[config.mk]
export PLATFORM = sky130hd
export DESIGN_NAME = alu_arbiter
export DESIGN_NICKNAME = d
export VERILOG_FILES = /design/src/rtl/alu_arbiter.sv
export SDC_FILE = /design/constraint.sdc
export NUM_CORES = 1
export LEC_CHECK = 0
export CORE_ASPECT_RATIO = 1.25
export CORE_UTILIZATION = 30
export DETAILED_ROUTE_END_ITERATION = 10
export PLACE_DENSITY = 0.72
export SETUP_SLACK_MARGIN = 0.02
export SLEW_MARGIN = 15
export SYNTH_ARGS = -nofsm -noshare
export SYNTH_HDL_FRONTEND = slang
export SYNTH_SLANG_ARGS = --single-unit
[constraint.sdc]
create_clock -name clk -period 3.41 [get_ports clk]
set_input_delay 0.341 -clock clk [delete_from_list [all_inputs] [get_ports clk]]
set_output_delay 0.341 -clock clk [all_outputs]
set_load 0.01 [all_outputs]
[src/rtl/alu_arbiter.sv]
// Two-requester front end for the shared alu_main datapath: grant, register operands, capture result/flags, hold for the owner.
// Optional macro ALU_ARB_RR_EN selects round-robin arbitration; without it requester 0 has fixed priority.
module alu_arbiter #(
  parameter int DATA_W = 16,
  parameter int OP_W   = 3
) (
  input  logic              clk,
  input  logic              rst,
  input  logic              req0_valid,
  output logic              req0_ready,
  input  logic [DATA_W-1:0] req0_p1,
  input  logic [DATA_W-1:0] req0_p2,
  input  logic [OP_W-1:0]   req0_op,
  input  logic              req1_valid,
  output logic              req1_ready,
  input  logic [DATA_W-1:0] req1_p1,
  input  logic [DATA_W-1:0] req1_p2,
  input  logic [OP_W-1:0]   req1_op,
  output logic              resp0_valid,
  input  logic              resp0_ready,
  output logic              resp1_valid,
  input  logic              resp1_ready,
  output logic [DATA_W-1:0] resp_result,
  output logic              resp_z,
  output logic              resp_ov,
  output logic              resp_n,
  output logic [DATA_W-1:0] alu_p1,
  output logic [DATA_W-1:0] alu_p2,
  output logic [OP_W-1:0]   alu_opcode,
  input  logic [DATA_W-1:0] alu_result,
  input  logic              alu_z,
  input  logic              alu_ov,
  input  logic              alu_n,
  output logic [1:0]        dbg_state
);

  // Handshakes: reqN_ready is a one-cycle pulse in IDLE; the request transfers on the
  // edge where valid and ready are both high. respN_valid stays high in RESP until the
  // edge where respN_ready is high, which completes the transfer.
  typedef enum logic [1:0] {
    IDLE = 2'd0,
    EXEC = 2'd1,
    RESP = 2'd2
  } state_t;

  localparam logic [OP_W-1:0] OP_ADD = 3'b000;
  localparam logic [OP_W-1:0] OP_SUB = 3'b001;

  state_t state, state_nxt;
  logic   owner;
  logic   grant_sel;
  logic   accept;
  logic   ov_defined;

  assign dbg_state = state;
  assign accept    = (state == IDLE) && !rst && (req0_valid || req1_valid);

`ifdef ALU_ARB_RR_EN
  // rr_ptr names the requester that wins the next contention.
  logic rr_ptr;

  assign grant_sel = (req0_valid && req1_valid) ? rr_ptr : req1_valid;

  always_ff @(posedge clk) begin
    if (rst) begin
      rr_ptr <= 1'b0;
    end else if (accept) begin
      rr_ptr <= ~grant_sel;
    end
  end
`else
  assign grant_sel = ~req0_valid;
`endif

  always_ff @(posedge clk) begin
    if (rst) begin
      state <= IDLE;
    end else begin
      state <= state_nxt;
    end
  end

  always_comb begin
    state_nxt   = state;
    req0_ready  = 1'b0;
    req1_ready  = 1'b0;
    resp0_valid = 1'b0;
    resp1_valid = 1'b0;
    case (state)
      IDLE: begin
        req0_ready = accept && !grant_sel;
        req1_ready = accept && grant_sel;
        if (accept) begin
          state_nxt = EXEC;
        end
      end
      EXEC: begin
        state_nxt = RESP;
      end
      RESP: begin
        resp0_valid = !owner;
        resp1_valid = owner;
        if (owner ? resp1_ready : resp0_ready) begin
          state_nxt = IDLE;
        end
      end
      default: begin
        state_nxt = IDLE;
      end
    endcase
  end

  // The operand register drives the ALU directly and holds between operations.
  always_ff @(posedge clk) begin
    if (rst) begin
      alu_p1     <= '0;
      alu_p2     <= '0;
      alu_opcode <= '0;
      owner      <= 1'b0;
    end else if (accept) begin
      alu_p1     <= grant_sel ? req1_p1 : req0_p1;
      alu_p2     <= grant_sel ? req1_p2 : req0_p2;
      alu_opcode <= grant_sel ? req1_op : req0_op;
      owner      <= grant_sel;
    end
  end

  // ALU overflow is only meaningful for add and sub.
  assign ov_defined = (alu_opcode == OP_ADD) || (alu_opcode == OP_SUB);

  always_ff @(posedge clk) begin
    if (rst) begin
      resp_result <= '0;
      resp_z      <= 1'b0;
      resp_ov     <= 1'b0;
      resp_n      <= 1'b0;
    end else if (state == EXEC) begin
      resp_result <= alu_result;
      resp_z      <= alu_z;
      resp_ov     <= ov_defined && alu_ov;
      resp_n      <= alu_n;
    end
  end

endmodule

* Word level (Yosys, flattened, before mapping) *
Cells that the tools add are included.

word-level totals
  output and inout bits = 60
  register bits after elaboration = 57

cells by class
  bitwise logic cells = 1
  muxes and demuxes = 11
  equal/unequal tests = 5
  reductions and logical operators = 12

operator list
  cell                                                              count
  16-bit 2-to-1 mux                                                 2
  2-bit one-hot mux with 3 select lines                             1
  1-bit logical AND                                                 5
  1-bit 2-to-1 mux                                                  5
  2-bit 2-to-1 mux                                                  2
  2-bit inequality test (second input constant)                     2
  3-bit by 1-bit == test with 1-bit output (second input constant)  1
  3-bit logical NOT                                                 1
  3-bit 2-to-1 mux                                                  1
  2-bit by 1-bit == test with 1-bit output (second input constant)  1
  2-bit == test (second input constant)                             1
  1-bit logical NOT                                                 2
  2-bit logical NOT                                                 1
  1-bit logical OR                                                  2
  2-bit AND reduction                                               1
  1-bit NOT                                                         1

* Depth between registers and ports, before layout *
Gate-level depths: netlist (run 1).

  depth in word-level cells = 5
  mapped depth = 6
  mapped depth without buffers = 3

* Least setup slack after synthesis (run 1) *
OpenSTA, ideal clock, no wires.

  kind = reg-to-output
  from = register state[1] (netlist: dbg_state[1])
  to = output req1_ready
  path slack = 1.910 ns
  required time = 3.069 ns
  arrival = 1.159 ns
  cell stages (with the launch flop) = 5
  cells stage by stage = dfxtp_1 > nor3_2 > buf_2 > buf_2 > and3b_1

on the way
  longest elaborated chain between the ends = 5

ends and longest elaborated chain
  item                            line    RTL
  start, declared                 49      state_t state, state_nxt;
  start signal, assigned          79      state <= state_nxt;
  2-bit logical NOT (*)           56, 89
  1-bit logical AND (2 in a row)  56      assign accept = (state == IDLE) && !rst && (req0_valid || req1_valid);
  1-bit logical AND               92      req1_ready = accept && grant_sel;
  1-bit 2-to-1 mux (*)            89      case (state)
  end, declared                   15      output logic req1_ready,

Mark *: on every way between the ends. The rest lies on a longest branch, timed or not.

* Worst setup path after layout (run 1) *
  from = register state[1] (netlist: dbg_state[1])
  to = output req0_ready

on the way
  longest elaborated chain between the ends = 5

ends and longest elaborated chain
  item                            line    RTL
  2-bit logical NOT (*)           56, 89
  1-bit logical AND (2 in a row)  56
  1-bit logical AND               91      req0_ready = accept && !grant_sel;
  1-bit 2-to-1 mux (*)            89
  end, declared                   10      output logic req0_ready,

Marked as above.

==> Implementation_results.wiki, run 1 <==
{| class="wikitable"
! Metric !! Value
|-
| Outcome || finished with violations
|-
| Failing checks || design-rule violations
|-
| Placer Congestion || about 0.7
|-
| Leak || 1.593 nW
|-
| DIE WIDTH || between 80 and 90 microns
|-
| Total number of clock tree sinks || 57
|-
| Unrepaired setup endpoints after global routing || false
|-
| Synthesis-to-finish area growth || 68.34%
|-
| Total setup buffers inserted after CTS || 0
|-
| Number of H-tree levels || 3
|-
| Biggest area contributors in the synthesized netlist || sky130_fd_sc_hd__dfxtp_1 44%, sky130_fd_sc_hd__a211oi_2 14%, sky130_fd_sc_hd__mux2i_1 14%
|-
| Sequential Power Share || 0.408
|-
| Post-synthesis cell type count || 22
|-
| Via count of the first global-routing pass || 2500
|-
| Worst min-delay path class || input port to register
|-
| Ratio of cells with drive above 1 in the final layout || 0.1293
|-
| # IOs || roughly 160
|-
| Average wire length per cell after detail routing || around 15 microns
|-
| DRC violations left || 12
|-
| Net count of the finished layout || 501
|-
| Post-synthesis instance total || roughly 260
|-
| Worst rel slew slack || 0.4881
|-
| Cell at the root of the clock tree || sky130_fd_sc_hd__clkbuf_8
|-
| Total global-route track usage || 0.1677
|-
| Met1 routed wirelength after detailed routing || roughly 3000 microns
|-
| Minimum clock period || 2.340 ns
|-
| Antenna violations before repair || 0
|-
| Total negative slack for setup checks || 0 ns
|-
| Maximum clock frequency || 427.3 MHz
|-
| Fraction of synthesized cell area taken by the top area cell type || 0.4442
|-
| # rows || 37
|-
| Pre-CTS worst setup slack || ~1.4 ns
|-
| Data required time of the critical path || between 3 and 4 ns
|-
| Cell accounting for the most synthesized area || sky130_fd_sc_hd__dfxtp_1
|-
| Switching share of power || 0.2640
|-
| Peak VDD IR || about 0.22 mV
|-
| Final WS setup || approximately 1.1 ns
|-
| Final hold violation count || 0
|-
| Combinational share of power || 0.260
|-
| Crit Path Class || register to primary output
|-
| Overall die area || about 8900 sq um
|-
| Launching element type of the critical path || register
|-
| Depth of the worst hold-timing path || 2
|-
| NetSw || between 0.4 and 0.5 mW
|-
| Die extent in y || between 100 and 150 microns
|-
| Cts bufs inserted || 9
|-
| Fillcell total || roughly 780
|-
| R2R depth || 4
|-
| Detailed-routing iteration count for the pre-antenna-repair pass || 7
|-
| Top sig layer || met4
|-
| Critical Path End Type || primary output
|-
| Aggregate routed wire length || about 7500 microns
|-
| Max_cap viols || 0
|-
| Internal power || between 1 and 1.5 mW
|-
| Post-Syn Nets || between 300 and 400
|-
| Worst-path maximum fanout || 13
|-
| Power density over the cells || roughly 430 nW/um^2
|-
| Maximum number of pins on one net before global-route repair || 57
|-
| Post-route clock skew || around 0.006 ns
|-
| Hold-fix buffers, CTS || 0
|-
| Count of final setup violators || 0
|-
| Wire length of the first global-routing pass || ~12000 microns
|-
| Half-perimeter wire length after placement || roughly 5400 microns
|-
| Met2 wire length || about 3500 microns
|-
| Final slew viol count || 0
|-
| Worst endpoint data arrival time || approximately 2.0 ns
|-
| Overall overflow remaining after global route || 0
|-
| Part of the Yosys area used for sequential elements || 0.4442
|-
| Count of antenna-violating nets left after detailed routing || 0
|-
| Clock latency on the worst-skew pair || roughly 0.32 ns
|-
| Average vias per placed instance || between 4 and 5
|-
| Clock transition at the registers of the reported paths || 0.06 ns
|-
| Clock tree from TritonCTS || done
|-
| Slew of the pin with the lowest slew margin || 0.7678 ns
|-
| Iteration-0 DRC count of the detailed router || 100
|-
| Register bit count reported by yosys || between 50 and 60
|-
| Syn_area_per_cell || between 9 and 10 sq um
|-
| Clock group share of total power || 0.332
|-
| Vias after detailed routing || between 2000 and 2500
|-
| Area of the mapped netlist || 2569 sq um
|-
| Amount of wire on met3 after detailed routing || just under 800 microns
|-
| Share of the cycle needed by the critical path after routing || 0.6864
|-
| Number of I/O port buffers || about 150
|-
| Number of warnings printed during yosys synthesis || 0
|-
| Core box area || 8287 sq um
|-
| CTS Buffer Depth || 2
|-
| Post-cts repair resize count || 0
|-
| Antenna fix cells || 0
|-
| Starting Density || 0.3100
|}
## worst paths after layout
check	startpoint	slack (ns)	to
max	dbg_state[1]$_SDFFE_PP0P_	1.07	req0_ready
min	req0_valid	0.32	owner$_SDFFE_PP0P_
max reg2reg	dbg_state[1]$_SDFFE_PP0P_	1.37	alu_p2[5]$_SDFFE_PP0P_
min reg2reg	resp_result[8]$_SDFFE_PP0N_	0.45	resp_result[8]$_SDFFE_PP0N_
## cell usage after synthesis
cell type                   n
sky130_fd_sc_hd__a211oi_1   7
sky130_fd_sc_hd__buf_1      2
sky130_fd_sc_hd__buf_2     10
sky130_fd_sc_hd__nand2b_1   1
sky130_fd_sc_hd__a211oi_2  29
sky130_fd_sc_hd__clkbuf_1   9
sky130_fd_sc_hd__or2_1      1
sky130_fd_sc_hd__nor2_1     2
sky130_fd_sc_hd__nor3_2     1
sky130_fd_sc_hd__and2_4     1
sky130_fd_sc_hd__nand3b_1   1
sky130_fd_sc_hd__buf_6      4
sky130_fd_sc_hd__and3b_1    2
sky130_fd_sc_hd__and2_1     1
sky130_fd_sc_hd__nor2b_1    1
sky130_fd_sc_hd__a21oi_1   56
sky130_fd_sc_hd__dfxtp_1   57
sky130_fd_sc_hd__nor3b_1    1
sky130_fd_sc_hd__nand3_1    1
sky130_fd_sc_hd__buf_4      1
sky130_fd_sc_hd__mux2i_1   36
sky130_fd_sc_hd__nand2_1   37
## layer usage
metal | track usage | vias to the layer above
li1 | - | 1228
met1 | 0.1823 | 1135
met2 | 0.2857 | 106
met3 | 0.06813 | 16
met4 | 0.07264 | 0
met5 | 0 | -
## layout by cell type, fill, tap and decap left out, types with 2 or more instances in the layout
master / synthesis / routed
sky130_fd_sc_hd__clkbuf_8: 0 / 11
sky130_fd_sc_hd__clkinv_2: 0 / 2
sky130_fd_sc_hd__buf_4: 1 / 6
sky130_fd_sc_hd__nand2_1: 37 / 37
sky130_fd_sc_hd__a211oi_2: 29 / 29
sky130_fd_sc_hd__mux2i_1: 36 / 36
sky130_fd_sc_hd__clkdlybuf4s50_1: 0 / 152
sky130_fd_sc_hd__a211oi_1: 7 / 7
sky130_fd_sc_hd__dfxtp_1: 57 / 57
sky130_fd_sc_hd__and3b_1: 2 / 2
sky130_fd_sc_hd__a21oi_1: 56 / 56
sky130_fd_sc_hd__nor2_1: 2 / 2
sky130_fd_sc_hd__buf_2: 10 / 2
## state kept, by name, summed over array words and instances (netlist names)
register and flops:
alu_p2 16, resp_z 1, owner 1, alu_p1 16, resp_ov 1, dbg_state 2, resp_result 16, alu_opcode 3
resp_n 1
## final cells by class
type / count / area (sq um) / area share
Clock buffer: 12 / 155.1 / 0.03588
Clock inverter: 3 / 40.04 / 0.009259
Multi-Input combinational cell: 178 / 1290 / 0.2983
Sequential cell: 57 / 1141 / 0.2639
Tap cell: 97 / 121.4 / 0.02807
Timing Repair Buffer: 160 / 1577 / 0.3646
## logic make-up after synthesis
family,count (synthesis),share of synthesized area
flops,57,0.4442
mux,36,0.1403
buf+inv,26,0.05602
compound gates,92,0.2708
simple gates,50,0.08866
## power groups by stage
stage	combinational [mW]	clock [mW]	sequential, mW
2_1_floorplan	0.205	0	0.798
3_3_place_gp	0.484	0	0.772
3_5_place_dp	0.490	0	0.775
4_1_cts	0.492	0.642	0.761
5_1_grt	0.525	0.675	0.767
6_report	0.485	0.620	0.760
## worst max-delay path, cell delays in order, from the launching register on
cell and delay [ns]:
sky130_fd_sc_hd__dfxtp_1 0.39, sky130_fd_sc_hd__nor3_4 0.51, sky130_fd_sc_hd__and2_1 0.20, sky130_fd_sc_hd__clkdlybuf4s50_1 0.58
## metrics by stage
step                hold WS [ns]  power [mW]    util  std cells  cell area (sq um)
finish                    0.3200       1.865  0.5218        507               4324
global route              0.3147       1.966  0.5218        507               4324
CTS                       0.3004       1.894  0.5218        507               4324
detailed placement        0.4477       1.265  0.4983        492               4129
global placement          0.4387       1.256  0.4983        492               4129
floorplan                 0.4761       1.003       -        261               2569
Power figures use the tool's default switching activity.
==> run 2, diff against run 1 <==
PLACE_DENSITY = 0.74   (was 0.72)
clock period = 2.14 ns   (was 3.41 ns; I/O delays follow)
==> Implementation_results.wiki, run 2 (same netlist as run 1, synthesis figures left out) <==
{| class="wikitable"
! Metric !! Value
|-
| Outcome || finished with violations
|-
| Failing checks || design-rule violations
|-
| Cell at the root of the clock tree || sky130_fd_sc_hd__clkbuf_8
|-
| Setup crit start || dbg_state[1]$_SDFFE_PP0P_
|-
| Clock latency on the worst-skew pair || 0.33 ns (about the same)
|-
| R2r setup slk || 0.60 ns (-0.77 ns)
|-
| Detailed-routing iteration count for the pre-antenna-repair pass || 7 (unchanged)
|-
| Cell-by-cell trace of the critical path || nor3_4 > and3b_1 > clkdlybuf4s50_1
|-
| Maximum clock frequency || approximately 500 MHz
|-
| Worst endpoint data arrival time || 1.77 ns (-0.23 ns)
|-
| Unrepaired setup endpoints after global routing || false
|-
| Count of final setup violators || 0 (unchanged)
|-
| Count of antenna-violating nets left after detailed routing || 0 (unchanged)
|-
| Most common cell after layout, fill and taps aside || sky130_fd_sc_hd__clkdlybuf4s50_1
|-
| Worst R2R End || alu_p2[7]$_SDFFE_PP0P_
|-
| Synthesis-to-finish area growth || 70.29%
|-
| Endpoint of the most critical setup path || req1_ready
|-
| Final hold violation count || 0 (unchanged)
|-
| Clock transition at the registers of the reported paths || 0.07 ns (about the same)
|-
| Average vias per placed instance || 4.886 (-0.30%)
|-
| Share of the cycle needed by the critical path after routing || 0.9263
|-
| Number of H-tree levels || 3 (unchanged)
|-
| Minimum clock period || about 2 ns
|-
| Post-cts repair resize count || 0 (unchanged)
|-
| DIE WIDTH || 84.77 microns (unchanged)
|-
| DRC violations left || 14 (+2)
|-
| Core box area || 8287 sq um (unchanged)
|-
| Total number of clock tree sinks || 57 (unchanged)
|-
| Overall overflow remaining after global route || 0 (unchanged)
|-
| Placer Congestion || 0.6643 (-7.9%)
|-
| Total global-route track usage || 0.1738 (+0.006181)
|-
| Post-route clock skew || 0.006881 ns (+0.0008905 ns)
|-
| Final slew viol count || 0 (unchanged)
|-
| Antenna violations before repair || 0 (unchanged)
|-
| # rows || 37 (unchanged)
|-
| Launching element type of the critical path || register
|-
| Net count of the finished layout || 504 (+0.60%)
|-
| Final design utilization || 0.5279 (+0.006039)
|-
| Clock tree from TritonCTS || done
|-
| Half-perimeter wire length after placement || 5630 microns (+4.0%)
|-
| Iteration-0 DRC count of the detailed router || 88 (-12%)
|-
| Average wire length per cell after detail routing || 14.87 microns (+1.2%)
|-
| Peak VDD IR || 0.4507 mV (+100%)
|-
| Worst-path maximum fanout || 8 (-5)
|-
| Via count of the first global-routing pass || 2577 (+3.1%)
|-
| R2R depth || 4 (unchanged)
|-
| Worst min-delay path class || input port to register
|-
| Reg-to-Reg Start || dbg_state[1]$_SDFFE_PP0P_
|-
| Total negative slack for setup checks || 0 ns (unchanged)
|-
| Starting Density || 0.3100 (unchanged)
|-
| Maximum number of pins on one net before global-route repair || 57 (unchanged)
|-
| Leading registers by flop count || alu_p1: 16 flops, alu_p2: 16 flops, resp_result: 16 flops
|-
| Longest individual stage delay on the worst path || 0.53 ns (-0.05 ns)
|-
| Most used cells in the layout excluding fill and tap cells || 152 x sky130_fd_sc_hd__clkdlybuf4s50_1, 57 x sky130_fd_sc_hd__dfxtp_1, 56 x sky130_fd_sc_hd__a21oi_1
|-
| Overall die area || 8939 sq um (unchanged)
|-
| Die extent in y || 105.5 microns (unchanged)
|-
| Slew of the pin with the lowest slew margin || 0.7487 ns (-0.01918 ns)
|-
| Antenna fix cells || 0 (unchanged)
|-
| Number of I/O port buffers || 154 (unchanged)
|-
| Wire length of the first global-routing pass || 12210 microns (+3.3%)
|-
| Critical Path End Type || primary output
|-
| Power density over the cells || 704.2 nW/um^2 (+63%)
|-
| Crit Path Class || register to primary output
|-
| # IOs || 155 (unchanged)
|-
| Hold-fix buffers, CTS || 0 (unchanged)
|-
| Worst rel slew slack || 0.5009 (+0.01279)
|-
| Total setup buffers inserted after CTS || 0 (unchanged)
|-
| Startpoint of the worst hold path || req0_valid
|-
| Cell with the largest stage delay on the worst path || sky130_fd_sc_hd__clkdlybuf4s50_1
|-
| Vias after detailed routing || 2497 (+0.48%)
|-
| Aggregate routed wire length || 7601 microns (+2.0%)
|-
| Cts bufs inserted || 9 (unchanged)
|-
| Data required time of the critical path || 1.93 ns (-1.14 ns)
|-
| Leak || 1.614 nW (+1.3%)
|-
| CTS Buffer Depth || 2 (unchanged)
|-
| Max_cap viols || 0 (unchanged)
|-
| Ratio of cells with drive above 1 in the final layout || 0.1377 (+0.008413)
|}
==> run 2: through the flow <==
step	worst slack (ns)	hold WS, ns	std cells	power [mW]	instance area [sq um]
after floorplan	0.7670	0.3500	261	1.598	2569
after global placement	0.5101	0.4403	495	2.010	4164
after CTS	0.1284	0.2673	511	3.116	4374
after detailed placement	0.4286	0.4463	495	2.028	4164
after global routing	0.06571	0.2918	511	3.230	4374
final	0.1577	0.2943	511	3.080	4374
==> run 2: critical path: cells and delay by family, from the launching register on <==
family | cells | cell delay (ns)
and+or+nand+nor | 2 | 0.51
DFF | 1 | 0.39
buffers and inverters | 1 | 0.53
==> run 2: power by group <==
part	total, mW	switching [mW]	internal [mW]	leakage, nW
registers	1.21	0.0555	1.16	0.469
logic	0.785	0.335	0.450	1.04
clock network	1.08	0.435	0.649	0.106
==> run 2: worst min path at each step <==
stage	slack, ns	end	cells after the start
floorplan	0.35	resp_n$_SDFFE_PP0N_	2
global placement	0.44	resp_ov$_SDFFE_PP0N_	2
detailed placement	0.45	resp_result[4]$_SDFFE_PP0N_	2
CTS	0.27	owner$_SDFFE_PP0P_	2
global route	0.29	owner$_SDFFE_PP0P_	2
finish	0.29	owner$_SDFFE_PP0P_	2
==> run 2: final cells by class <==
type	instances	area, sq um
clock buffers	10	127.6
multi-input cells	178	1290
clock inverters	6	82.58
well taps	97	121.4
fillers	757	3913
flip-flops and latches	57	1141
repair buffers	163	1612
==> run 2: metal layers <==
metal,up-vias,share of wire,GRT usage
li1,1233,-,-
met5,-,0,0
met2,100,0.50,0.3084
met4,0,0.014,0.05085
met3,10,0.089,0.07283
met1,1154,0.40,0.1873
==> run 3, diff against run 2 <==
CORE_UTILIZATION = 34   (was 30)
PLACE_DENSITY = 0.82   (was 0.74)
==> Implementation_results.wiki, run 3 (same netlist as run 1, synthesis figures left out) <==
{| class="wikitable"
! Metric !! Value
|-
| Outcome || completed
|-
| Average vias per placed instance || 4.937 (+1.0%)
|-
| Power density over the cells || 697.1 nW/um^2 (-1.0%)
|-
| Core box area || 7357 sq um (-11%)
|-
| Launching element type of the critical path || register
|-
| Count of final setup violators || 0 (unchanged)
|-
| DRC violations left || 0 (-14)
|-
| Number of I/O port buffers || 154 (unchanged)
|-
| Via count of the first global-routing pass || 2422 (-6.0%)
|-
| Clock group share of total power || 0.343 (-0.009)
|-
| Share of the cycle needed by the critical path after routing || 0.9250 (-0.001361)
|-
| Cell family contributing the most delay on the critical path || buffers and inverters
|-
| NetSw || 0.7995 mW (-3.1%)
|-
| Total negative slack for setup checks || 0 ns (unchanged)
|-
| Data required time of the critical path || 1.93 ns (about the same)
|-
| Unrepaired setup endpoints after global routing || false
|-
| Maximum number of pins on one net before global-route repair || 57 (unchanged)
|-
| Final hold violation count || 0 (unchanged)
|-
| Post-cts repair resize count || 0 (unchanged)
|-
| Average wire length per cell after detail routing || 14.66 microns (-1.4%)
|-
| Setup crit start || dbg_state[0]$_SDFFE_PP0P_
|-
| Total number of clock tree sinks || 57 (unchanged)
|-
| Iteration-0 DRC count of the detailed router || 101 (+15%)
|-
| Ratio of cells with drive above 1 in the final layout || 0.1353 (-0.002415)
|-
| Leading registers by flop count || alu_p1: 16 flops, alu_p2: 16 flops, resp_result: 16 flops
|-
| Leak || 1.611 nW (-0.19%)
|-
| Final slew viol count || 0 (unchanged)
|-
| Count of antenna-violating nets left after detailed routing || 0 (unchanged)
|-
| Worst-path maximum fanout || 8 (unchanged)
|-
| Crit. path cell count || 3 (unchanged)
|-
| Total global-route track usage || 0.1846 (+0.01077)
|-
| Number of H-tree levels || 3 (unchanged)
|-
| Overall overflow remaining after global route || 0 (unchanged)
|-
| Cts bufs inserted || 9 (unchanged)
|-
| Aggregate routed wire length || 7419 microns (-2.4%)
|-
| Worst endpoint data arrival time || 1.77 ns (about the same)
|-
| Total setup buffers inserted after CTS || 0 (unchanged)
|-
| Crit Path Class || register to primary output
|-
| Most used cells in the layout excluding fill and tap cells || 152 x sky130_fd_sc_hd__clkdlybuf4s50_1, 57 x sky130_fd_sc_hd__dfxtp_1, 56 x sky130_fd_sc_hd__a21oi_1
|-
| Multi-input combinational cell area || 1290 sq um (unchanged)
|-
| Detailed-routing iteration count for the pre-antenna-repair pass || 4 (-3)
|-
| Combinational share of power || 0.257 (+0.002)
|-
| Worst rel slew slack || 0.5046 (+0.003731)
|-
| DIE WIDTH || 79.75 microns (-5.9%)
|-
| Post-route clock skew || 0.007553 ns (+0.0006716 ns)
|-
| Endpoint of the most critical setup path || req1_ready
|-
| R2r setup slk || 0.58 ns (-0.02 ns)
|-
| Clock tree from TritonCTS || done
|-
| Vias after detailed routing || 2498 (+0.040%)
|-
| Net count of the finished layout || 504 (unchanged)
|-
| # rows || 35 (-5.4%)
|-
| Synthesis-to-finish area growth || 69.46%
|-
| Critical Path End Type || primary output
|-
| Most common cell after layout, fill and taps aside || sky130_fd_sc_hd__clkdlybuf4s50_1
|-
| Slew of the pin with the lowest slew margin || 0.7431 ns (-0.005597 ns)
|-
| Wire length of the first global-routing pass || 11310 microns (-7.4%)
|-
| Die extent in y || 99.18 microns (-6.0%)
|-
| Half-perimeter wire length after placement || 5393 microns (-4.2%)
|-
| Cell with the largest stage delay on the worst path || sky130_fd_sc_hd__clkdlybuf4s50_1
|-
| Fillcell total || 625 (-17%)
|-
| Worst min-delay path class || input port to register
|-
| Clock latency on the worst-skew pair || 0.32 ns (about the same)
|-
| Minimum clock period || 1.979 ns (-0.002912 ns)
|-
| Starting Density || 0.3491 (+0.03917)
|-
| Overall die area || 7909 sq um (-12%)
|-
| Peak VDD IR || 0.5196 mV (+15%)
|-
| Cell-by-cell trace of the critical path || nor3_4 > and3b_1 > clkdlybuf4s50_1
|-
| Worst R2R End || alu_p2[6]$_SDFFE_PP0P_
|-
| Antenna violations before repair || 0 (unchanged)
|-
| Switching share of power || 0.2635 (-0.004468)
|-
| # IOs || 155 (unchanged)
|-
| Cell at the root of the clock tree || sky130_fd_sc_hd__clkbuf_8
|-
| Number of buffers and inverters on the critical path || 1 (unchanged)
|-
| Antenna fix cells || 0 (unchanged)
|-
| Internal power || 2.235 mW (-0.88%)
|-
| Hold-fix buffers, CTS || 0 (unchanged)
|-
| Reg-to-Reg Start || dbg_state[0]$_SDFFE_PP0P_
|-
| Placer Congestion || 0.7221 (+8.7%)
|-
| Sequential cell area || 1141 sq um (unchanged)
|-
| Clock transition at the registers of the reported paths || 0.07 ns (about the same)
|-
| Maximum clock frequency || 505.2 MHz (+0.15%)
|-
| Final design utilization || 0.5917 (+0.06381)
|-
| Max_cap viols || 0 (unchanged)
|-
| R2R depth || 3 (-1)
|-
| CTS Buffer Depth || 2 (unchanged)
|-
| Longest individual stage delay on the worst path || 0.54 ns (about the same)
|-
| Sequential Power Share || 0.400 (+0.007)
|}
[run 3: through the flow]
| stage | instance area, sq um | hold WS (ns) | power (mW) | worst slack, ns | instances |
|---|---|---|---|---|---|
| final | 4353 | 0.1589 | 3.034 | 0.1606 | 506 |
| after global routing | 4353 | 0.1668 | 3.189 | 0.05200 | 506 |
| after CTS | 4353 | 0.1491 | 3.067 | 0.1168 | 506 |
| after detailed placement | 4145 | 0.4476 | 2.022 | 0.4190 | 490 |
| after global placement | 4145 | 0.4378 | 2.003 | 0.4935 | 490 |
| after floorplan | 2569 | 0.3500 | 1.598 | 0.7670 | 261 |
[run 3: power groups by stage]
| stage | sequential, mW | combinational, mW | clock (mW) |
|---|---|---|---|
| 3_5_place_dp | 1.24 | 0.786 | 0 |
| 5_1_grt | 1.22 | 0.836 | 1.13 |
| 6_report | 1.21 | 0.779 | 1.04 |
| 4_1_cts | 1.21 | 0.788 | 1.07 |
| 3_3_place_gp | 1.23 | 0.771 | 0 |
| 2_1_floorplan | 1.27 | 0.327 | 0 |
[run 3: layer usage]
metal / up-vias / track usage / share of wire
li1: 1233 / - / -
met3: 13 / 0.07156 / 0.11
met2: 108 / 0.3097 / 0.47
met4: 0 / 0.07418 / 0.021
met5: - / 0 / 0
met1: 1144 / 0.2080 / 0.41
[run 3: area by class of cell]
| cell class | count | share of cell area |
|---|---|---|
| sequential | 57 | 0.2621 |
| clock buffer | 14 | 0.03967 |
| multi-input combinational | 178 | 0.2964 |
| clock inverter | 2 | 0.008048 |
| timing repair buffer | 163 | 0.3673 |
| tap | 92 | 0.02644 |
[run 3: worst min-delay path by stage]
stage,from,to,slack (ns),cells after the start
after floorplan,alu_n,resp_n$_SDFFE_PP0N_,0.35,2
final,req0_valid,owner$_SDFFE_PP0P_,0.16,2
after global placement,resp_ov$_SDFFE_PP0N_,resp_ov$_SDFFE_PP0N_,0.44,2
after detailed placement,resp_result[15]$_SDFFE_PP0N_,resp_result[15]$_SDFFE_PP0N_,0.45,2
after global routing,req0_valid,owner$_SDFFE_PP0P_,0.17,2
after CTS,req0_valid,owner$_SDFFE_PP0P_,0.15,2
